## config.mk

```make
export PLATFORM = sky130hd
export DESIGN_NAME = pc_redirect_unit_flat
export DESIGN_NICKNAME = d
export VERILOG_FILES = /design/src/rtl/pc_redirect_unit_pkg.sv /design/src/rtl/pc_redirect_unit_if.sv /design/src/rtl/pc_redirect_unit_redirect_target_calc.sv /design/src/rtl/pc_redirect_unit.sv /design/src/flat_wrapper.sv
export SDC_FILE = /design/constraint.sdc
export NUM_CORES = 1
export LEC_CHECK = 0
export CORE_ASPECT_RATIO = 1.2
export CORE_MARGIN = 2
export CORE_UTILIZATION = 46
export CTS_CLUSTER_DIAMETER = 80
export DETAILED_ROUTE_END_ITERATION = 16
export GPL_ROUTABILITY_DRIVEN = 0
export GPL_TIMING_DRIVEN = 1
export PLACE_DENSITY = 0.81
export SLEW_MARGIN = 40
export SYNTH_ARGS = -nofsm -noshare
export SYNTH_HDL_FRONTEND = slang
export SYNTH_SLANG_ARGS = --single-unit
```

## constraint.sdc

```tcl
create_clock -name clk -period 5.2 [get_ports clk]
set_clock_uncertainty 0.15 [all_clocks]
set_input_delay 1.04 -clock clk [delete_from_list [all_inputs] [get_ports clk]]
set_output_delay 1.04 -clock clk [all_outputs]
set_load 0.02 [all_outputs]
```

## src/rtl/pc_redirect_unit_pkg.sv

```systemverilog
// Shared cpu front-end types: FSM state encoding, redirect kinds and instruction size.
package pc_redirect_unit_pkg;

  localparam int unsigned INSTR_BYTES = 4;
  localparam int unsigned PC_W        = 32;

  typedef enum logic {
    ST_RUN   = 1'b0,
    ST_FLUSH = 1'b1
  } state_e;

  typedef enum logic [1:0] {
    RK_NONE = 2'd0,
    RK_JR   = 2'd1,
    RK_BR   = 2'd2,
    RK_J    = 2'd3
  } redir_kind_e;

  // Simultaneous requests collapse to the single highest-priority kind.
  function automatic redir_kind_e redirect_kind(input logic jr, input logic br, input logic j);
    if (jr)      return RK_JR;
    else if (br) return RK_BR;
    else if (j)  return RK_J;
    else         return RK_NONE;
  endfunction

endpackage

```

## src/rtl/pc_redirect_unit_if.sv

```systemverilog
// Execute-side redirect requests in, fetch PC and status out.
interface pc_redirect_unit_if;

  logic        stall;
  logic        jump;
  logic [25:0] jump_index;
  logic        jr;
  logic [31:0] jr_target;
  logic        branch_taken;
  logic [15:0] branch_offset;
  logic [31:0] pcOut;
  logic        fetch_valid;
  logic        flush;
  logic        misalign_err;

  modport master (
    output stall, jump, jump_index, jr, jr_target, branch_taken, branch_offset,
    input  pcOut, fetch_valid, flush, misalign_err
  );

  modport slave (
    input  stall, jump, jump_index, jr, jr_target, branch_taken, branch_offset,
    output pcOut, fetch_valid, flush, misalign_err
  );

endinterface

```

## src/rtl/pc_redirect_unit_redirect_target_calc.sv

```systemverilog
// Combinational redirect target for j / jr / taken branch relative to the current fetch PC.
module redirect_target_calc
  import pc_redirect_unit_pkg::*;
(
  input  logic [PC_W-1:0] pc_i,
  input  redir_kind_e     kind_i,
  input  logic [25:0]     jump_index_i,
  input  logic [31:0]     jr_target_i,
  input  logic [15:0]     branch_offset_i,
  output logic [PC_W-1:0] target_o,
  output logic            misalign_o
);

  logic [PC_W-1:0] pc_plus4;
  logic [PC_W-1:0] br_disp;

  assign pc_plus4 = pc_i + PC_W'(INSTR_BYTES);
  assign br_disp  = {{16{branch_offset_i[15]}}, branch_offset_i} << 2;

  always_comb begin
    target_o   = pc_i;
    misalign_o = 1'b0;
    unique case (kind_i)
      RK_JR: begin
        target_o   = {jr_target_i[31:2], 2'b00};
        misalign_o = |jr_target_i[1:0];
      end
      RK_BR:   target_o = pc_plus4 + br_disp;
      RK_J:    target_o = {pc_plus4[31:28], jump_index_i, 2'b00};
      RK_NONE: target_o = pc_i;
    endcase
  end

endmodule

```

## src/rtl/pc_redirect_unit.sv

```systemverilog
// Fetch-bundle PC generator: sequential stepping, stall hold, redirects with a fixed flush window.
module pc_redirect_unit
  import pc_redirect_unit_pkg::*;
#(
  parameter int unsigned     CORES        = 4,
  parameter logic [31:0]     RESET_PC     = 32'd0,
  parameter int unsigned     FLUSH_CYCLES = 1
)(
  input  logic                clk,
  input  logic                reset,
  pc_redirect_unit_if.slave   bus
);

  localparam int unsigned      CNT_W      = 3;
  localparam int unsigned      STEP_BYTES = INSTR_BYTES * CORES;
  localparam logic [CNT_W-1:0] CNT_LOAD   = CNT_W'(FLUSH_CYCLES - 1);

  state_e           state_q, state_d;
  logic [CNT_W-1:0] cnt_q, cnt_d;
  logic [PC_W-1:0]  pc_q, pc_d;
  logic             fetch_valid_q, fetch_valid_d;
  logic             flush_q, flush_d;
  logic             misalign_q, misalign_d;

  redir_kind_e      kind_c;
  logic [PC_W-1:0]  target_c;
  logic             misalign_c;

  assign kind_c = redirect_kind(bus.jr, bus.branch_taken, bus.jump);

  redirect_target_calc u_target_calc (
    .pc_i            (pc_q),
    .kind_i          (kind_c),
    .jump_index_i    (bus.jump_index),
    .jr_target_i     (bus.jr_target),
    .branch_offset_i (bus.branch_offset),
    .target_o        (target_c),
    .misalign_o      (misalign_c)
  );

  // State, counter and registered outputs.
  always_ff @(posedge clk) begin
    if (reset) begin
      state_q       <= ST_RUN;
      cnt_q         <= '0;
      pc_q          <= RESET_PC;
      fetch_valid_q <= 1'b1;
      flush_q       <= 1'b0;
      misalign_q    <= 1'b0;
    end else begin
      state_q       <= state_d;
      cnt_q         <= cnt_d;
      pc_q          <= pc_d;
      fetch_valid_q <= fetch_valid_d;
      flush_q       <= flush_d;
      misalign_q    <= misalign_d;
    end
  end

  // Next state: a redirect opens the window, the counter closes it.
  always_comb begin
    state_d = state_q;
    cnt_d   = cnt_q;
    unique case (state_q)
      ST_RUN: begin
        if (kind_c != RK_NONE) begin
          state_d = ST_FLUSH;
          cnt_d   = CNT_LOAD;
        end
      end
      ST_FLUSH: begin
        if (cnt_q == '0) state_d = ST_RUN;
        else             cnt_d   = cnt_q - CNT_W'(1);
      end
    endcase
  end

  // Next register values for the outputs; FLUSH ignores all requests and stall.
  always_comb begin
    pc_d          = pc_q;
    fetch_valid_d = fetch_valid_q;
    flush_d       = flush_q;
    misalign_d    = 1'b0;
    unique case (state_q)
      ST_RUN: begin
        if (kind_c != RK_NONE) begin
          pc_d          = target_c;
          fetch_valid_d = 1'b0;
          flush_d       = 1'b1;
          misalign_d    = misalign_c;
        end else begin
          fetch_valid_d = 1'b1;
          flush_d       = 1'b0;
          if (!bus.stall) pc_d = pc_q + PC_W'(STEP_BYTES);
        end
      end
      ST_FLUSH: begin
        if (cnt_q == '0) begin
          fetch_valid_d = 1'b1;
          flush_d       = 1'b0;
        end
      end
    endcase
  end

  assign bus.pcOut        = pc_q;
  assign bus.fetch_valid  = fetch_valid_q;
  assign bus.flush        = flush_q;
  assign bus.misalign_err = misalign_q;

endmodule
```

## src/flat_wrapper.sv

```systemverilog
// flat-port wrapper written by rule: the top's interface ports become plain ports
module pc_redirect_unit_flat import pc_redirect_unit_pkg::*;
#(
  parameter int unsigned     CORES        = 4,
  parameter logic [31:0]     RESET_PC     = 32'd0,
  parameter int unsigned     FLUSH_CYCLES = 1
)
  (clk, reset, bus_stall, bus_jump, bus_jump_index, bus_jr, bus_jr_target, bus_branch_taken, bus_branch_offset, bus_pcOut, bus_fetch_valid, bus_flush, bus_misalign_err);
  pc_redirect_unit_if bus_i ();
  input  logic clk;
  input  logic reset;
  input wire logic [$bits(bus_i.stall)-1:0] bus_stall;
  input wire logic [$bits(bus_i.jump)-1:0] bus_jump;
  input wire logic [$bits(bus_i.jump_index)-1:0] bus_jump_index;
  input wire logic [$bits(bus_i.jr)-1:0] bus_jr;
  input wire logic [$bits(bus_i.jr_target)-1:0] bus_jr_target;
  input wire logic [$bits(bus_i.branch_taken)-1:0] bus_branch_taken;
  input wire logic [$bits(bus_i.branch_offset)-1:0] bus_branch_offset;
  output wire logic [$bits(bus_i.pcOut)-1:0] bus_pcOut;
  output wire logic [$bits(bus_i.fetch_valid)-1:0] bus_fetch_valid;
  output wire logic [$bits(bus_i.flush)-1:0] bus_flush;
  output wire logic [$bits(bus_i.misalign_err)-1:0] bus_misalign_err;
  assign bus_i.stall = bus_stall;
  assign bus_i.jump = bus_jump;
  assign bus_i.jump_index = bus_jump_index;
  assign bus_i.jr = bus_jr;
  assign bus_i.jr_target = bus_jr_target;
  assign bus_i.branch_taken = bus_branch_taken;
  assign bus_i.branch_offset = bus_branch_offset;
  assign bus_pcOut = bus_i.pcOut;
  assign bus_fetch_valid = bus_i.fetch_valid;
  assign bus_flush = bus_i.flush;
  assign bus_misalign_err = bus_i.misalign_err;
  pc_redirect_unit #(.CORES(CORES), .RESET_PC(RESET_PC), .FLUSH_CYCLES(FLUSH_CYCLES)) u_core (.clk(clk), .reset(reset), .bus(bus_i));
endmodule
```

==> metrics.md <==
| Metric | Value |
|---|---|
| Placed insts | ~900 |
| Main flop type after synthesis | dfxtp_1 |
| CP max stage cell | dfxtp_1 |
| Via density | 6.64 |
| Count of final max-slew check failures | 0 |
| Psw | about 0.00058 W |
| Vias in the first global route | slightly below 6000 |
| Post-route ant nets | 0 |
| Synth Area in Compound Gates | between 30% and 40% |
| Synth unique cells | between 70 and 80 |
| Initial antenna violation count | 0 |
| CTS Sinks | 37 |
| Pwr dens | 232 mW/mm^2 |
| Simple-Gate Fraction of Synth Area | about a quarter |
| Peak supply drop | 157 uV |
| Internal Power | approximately 0.00084 W |
| Synth-to-layout area growth | 27.6% |
| Initial cell density of the core | 47.6% |
| H-tree levels | 2 |
| Post-synthesis cell area | 0.00479 sq mm |
| Worst slack at placement | approximately 0.94 ns |
| Max FO, Critical Path | 9 |
| Share of the synthesized area in the top cell type | around 15% |
| CP startpoint kind | flop |
| Hold-critical path depth | 1 |
| CTS tree | built |
| Final hold violations | 0 |
| Ports | between 100 and 150 |
| Worst-skew pair later-pin latency | approximately 0.30 ns |
| CTS buffer count | 5 |
| Sequential share of power | a little over a quarter |
| Initial DRC count | approximately 750 |
| CP bufs+invs | 1 |
| Final setup fails | 0 |
| Post-synthesis mux area share | less than 1% |
| CP dominant cell by count | a21o_1 |
| Tot GR Track Use | 31.6% |
| Clock period minus worst slack | around 4.2 ns |
| Max Clk Rate | ~240 MHz |
| Period utilisation layout | approximately 82% |
| # hold bufs at CTS | 0 |
| Combinational family with the most area after synthesis | compound AO/OA/AOI/OAI gates |
| EDFF count, synth | 0 |
| Gate Count Post-Synth | between 600 and 700 |
| Flops & latches, synth | 37 |
| Worst-margin pin slew | 0.912 ns |
| Core box area | 0.0101 sq mm |
| Gr ovfl total | 0 |
| Post-CTS Setup Bufs | 0 |
| Pwr Total | approximately 0.0014 W |
| Via Count | between 6000 and 7000 |
| Max_cap viols | 0 |
| Post-synthesis sequential area ratio | around 15% |
| Commonest non-fill, non-tap cells in the layout | clkdlybuf4s50_1 (111), nor2_1 (85), a21oi_1 (83), nand2_1 (74), o21ai_0 (47) |
| Async SR Flop Fraction | 0% |
| Clk pwr share | a little over a quarter |
| Die height | 116 um |
| Setup TNS | 0 ns |
| Critical Path End Type | flop |
| Syn_area_per_cell | about 6.9 sq um |
| Post-DP HPWL | 13500 um |
| Max Buffers Root-to-Sink | 2 |
| Sw Ratio | 41.0% |
| WL final | between 15000 and 20000 um |
| Most common cell after layout, fill and taps aside | clkdlybuf4s50_1 |
| Final #Nets | around 900 |
| Core Rows | 40 |
| Crit path cell chain | nand4_2 -> nor4_4 -> buf_4 -> nand3_1 -> or2_2 -> nor2_1 -> xnor2_1 -> ha_1 -> a21o_1 -> a21o_1 -> a211oi_1 -> o31ai_2 -> a311oi_2 -> nor4b_2 -> or3_1 |
| Largest area contributor in the netlist | dfxtp_1 |
| Final setup margin | around 0.96 ns |
| Drt drc | 0 |
| Syn. warnings | 0 |
| Unrepaired setup endpoints after global routing | no |
| Outcome | finished, final reports clean |
| Share of cells above drive strength 1 | ~5% |
| Leakage | about 2.4 nW |
| Adder-cell area share of the yosys netlist | roughly 10% |
| Die area | roughly 0.011 sq mm |
| Number of cells on the critical path | 15 |
| Cells taking the most area after synthesis | dfxtp_1 (15%), ha_1 (9.9%), a21oi_1 (8.7%) |
| Crit path kind | reg2reg |
| Largest net degree at the start of global routing | 38 |
| CTS resizes | 0 |
| Die W | around 97 um |
| Initial DRT Pass Iterations | 6 |
| R2R cell count | 15 |
| Clk root buf | clkbuf_16 |
| Relative slew slack | 38.9% |
| CP top delay family | simple AND/OR/NAND/NOR gates |
| Comb pwr share | between 40% and 50% |
| Crit path DAT | between 4 and 5 ns |
| Routed len/inst | 20.3 um |
| Global-route wire length before repair | between 20000 and 30000 um |
| Min-delay worst type | reg2reg |
| # diodes | 0 |
| Synth Area in XOR/XNOR | about a tenth |
| Clk pin slew, worst setup/hold paths | ~0.070 ns |
| Port buffer count | roughly 110 |
| Slowest stage delay, CP | between 0.5 and 0.6 ns |
| Post-Layout Cell Count | 904 |
| CP required | 5.24 ns |
==> flip-flops by register name, summed over array words and instances, names as in the netlist <==
signal                   flops
u_core.bus.flush             1
u_core.bus.fetch_valid       1
u_core.bus.pcOut            30
u_core.bus.misalign_err      1
u_core.cnt_q                 3
u_core.state_q               1
==> per-layer routing <==
metal	global-route usage [%]	share of wire, %	vias up
met5	0	0	-
met2	54.3	47	451
met3	6.39	12	113
met1	36.6	36	2746
li1	-	-	2696
met4	19.3	5.7	0
==> per-stage QoR <==
step                      util (%)  hold WS [ns]  cell area (sq um)
after floorplan                  -         0.304               4790
after global placement        59.0         0.300               5940
after detailed placement      59.0         0.304               5940
after CTS                     60.7         0.319               6110
after global routing          60.7         0.334               6110
final                         60.7         0.315               6110
==> worst reg2reg max path, cell delays in order (launching register included) <==
cell and delay [ns]:
dfxtp_1 0.53, nand4_2 0.22, nor4_4 0.24, buf_4 0.20, nand3_1 0.18, or2_2 0.35, nor2_1 0.14, xnor2_1 0.20
ha_1 0.34, a21o_1 0.17, a21o_1 0.16, a211oi_1 0.30, o31ai_2 0.19, a311oi_2 0.32, nor4b_2 0.08, or3_1 0.35
==> power groups by stage <==
stage               clock network (W)  registers [W]  logic (W)
finish                       0.000371       0.000377   0.000670
global placement                    0       0.000377   0.000632
detailed placement                  0       0.000379   0.000646
CTS                          0.000369       0.000373   0.000651
global route                 0.000381       0.000380   0.000717
floorplan                           0       0.000383   0.000403
==> kinds of logic (layout without fill, tap and decap cells) <==
logic type      Yosys count  in the layout
other cells               1              2
flops                    37             37
xor+xnor                 53             53
buf+inv                  73            155
mux                       1              1
compound gates          240            240
fa+ha+maj                39             39
simple gates            251            251
==> cell usage after synthesis (3+ instances only) <==
| master | instances |
|---|---|
| a211oi_1 | 12 |
| and4_1 | 3 |
| a311o_1 | 3 |
| xnor2_1 | 37 |
| and3_1 | 11 |
| dfxtp_1 | 37 |
| a31oi_1 | 7 |
| buf_1 | 4 |
| nor3_1 | 12 |
| nand2b_1 | 7 |
| or2_2 | 4 |
| a311oi_1 | 7 |
| o21bai_1 | 4 |
| a21oi_1 | 83 |
| o2111ai_1 | 3 |
| a21o_1 | 12 |
| nand3_1 | 15 |
| a221oi_1 | 6 |
| ha_1 | 38 |
| and2_1 | 5 |
| a211o_1 | 3 |
| o311ai_0 | 3 |
| o31ai_1 | 3 |
| nand4_1 | 10 |
| or3_1 | 6 |
| nand2_1 | 74 |
| buf_2 | 5 |
| a22oi_1 | 3 |
| nor4_1 | 4 |
| nor2_1 | 85 |
| inv_1 | 27 |
| clkbuf_1 | 34 |
| o21ai_0 | 48 |
| nor2b_1 | 3 |
| o21a_1 | 4 |
| o211ai_1 | 9 |
| xor2_1 | 16 |
==> final timing paths <==
kind / start / end / slack (ns)
worst min register to register: u_core.bus.flush / u_core.bus.flush / 0.31
worst max-delay path: u_core.bus.pcOut[11] / u_core.bus.pcOut[26] / 0.96
worst max register to register: u_core.bus.pcOut[11] / u_core.bus.pcOut[26] / 0.96
worst min-delay path: u_core.bus.flush / u_core.bus.flush / 0.31
==> layout make-up <==
cell class | count | area [sq um]
repair buffers | 120 | 1180
clock buffers | 5 | 125
well taps | 126 | 158
fillers | 899 | 3950
inverters | 27 | 101
clock inverters | 3 | 46.3
flip-flops and latches | 37 | 741
multi-input cells | 586 | 3760
(Power assumes the default switching activity.)
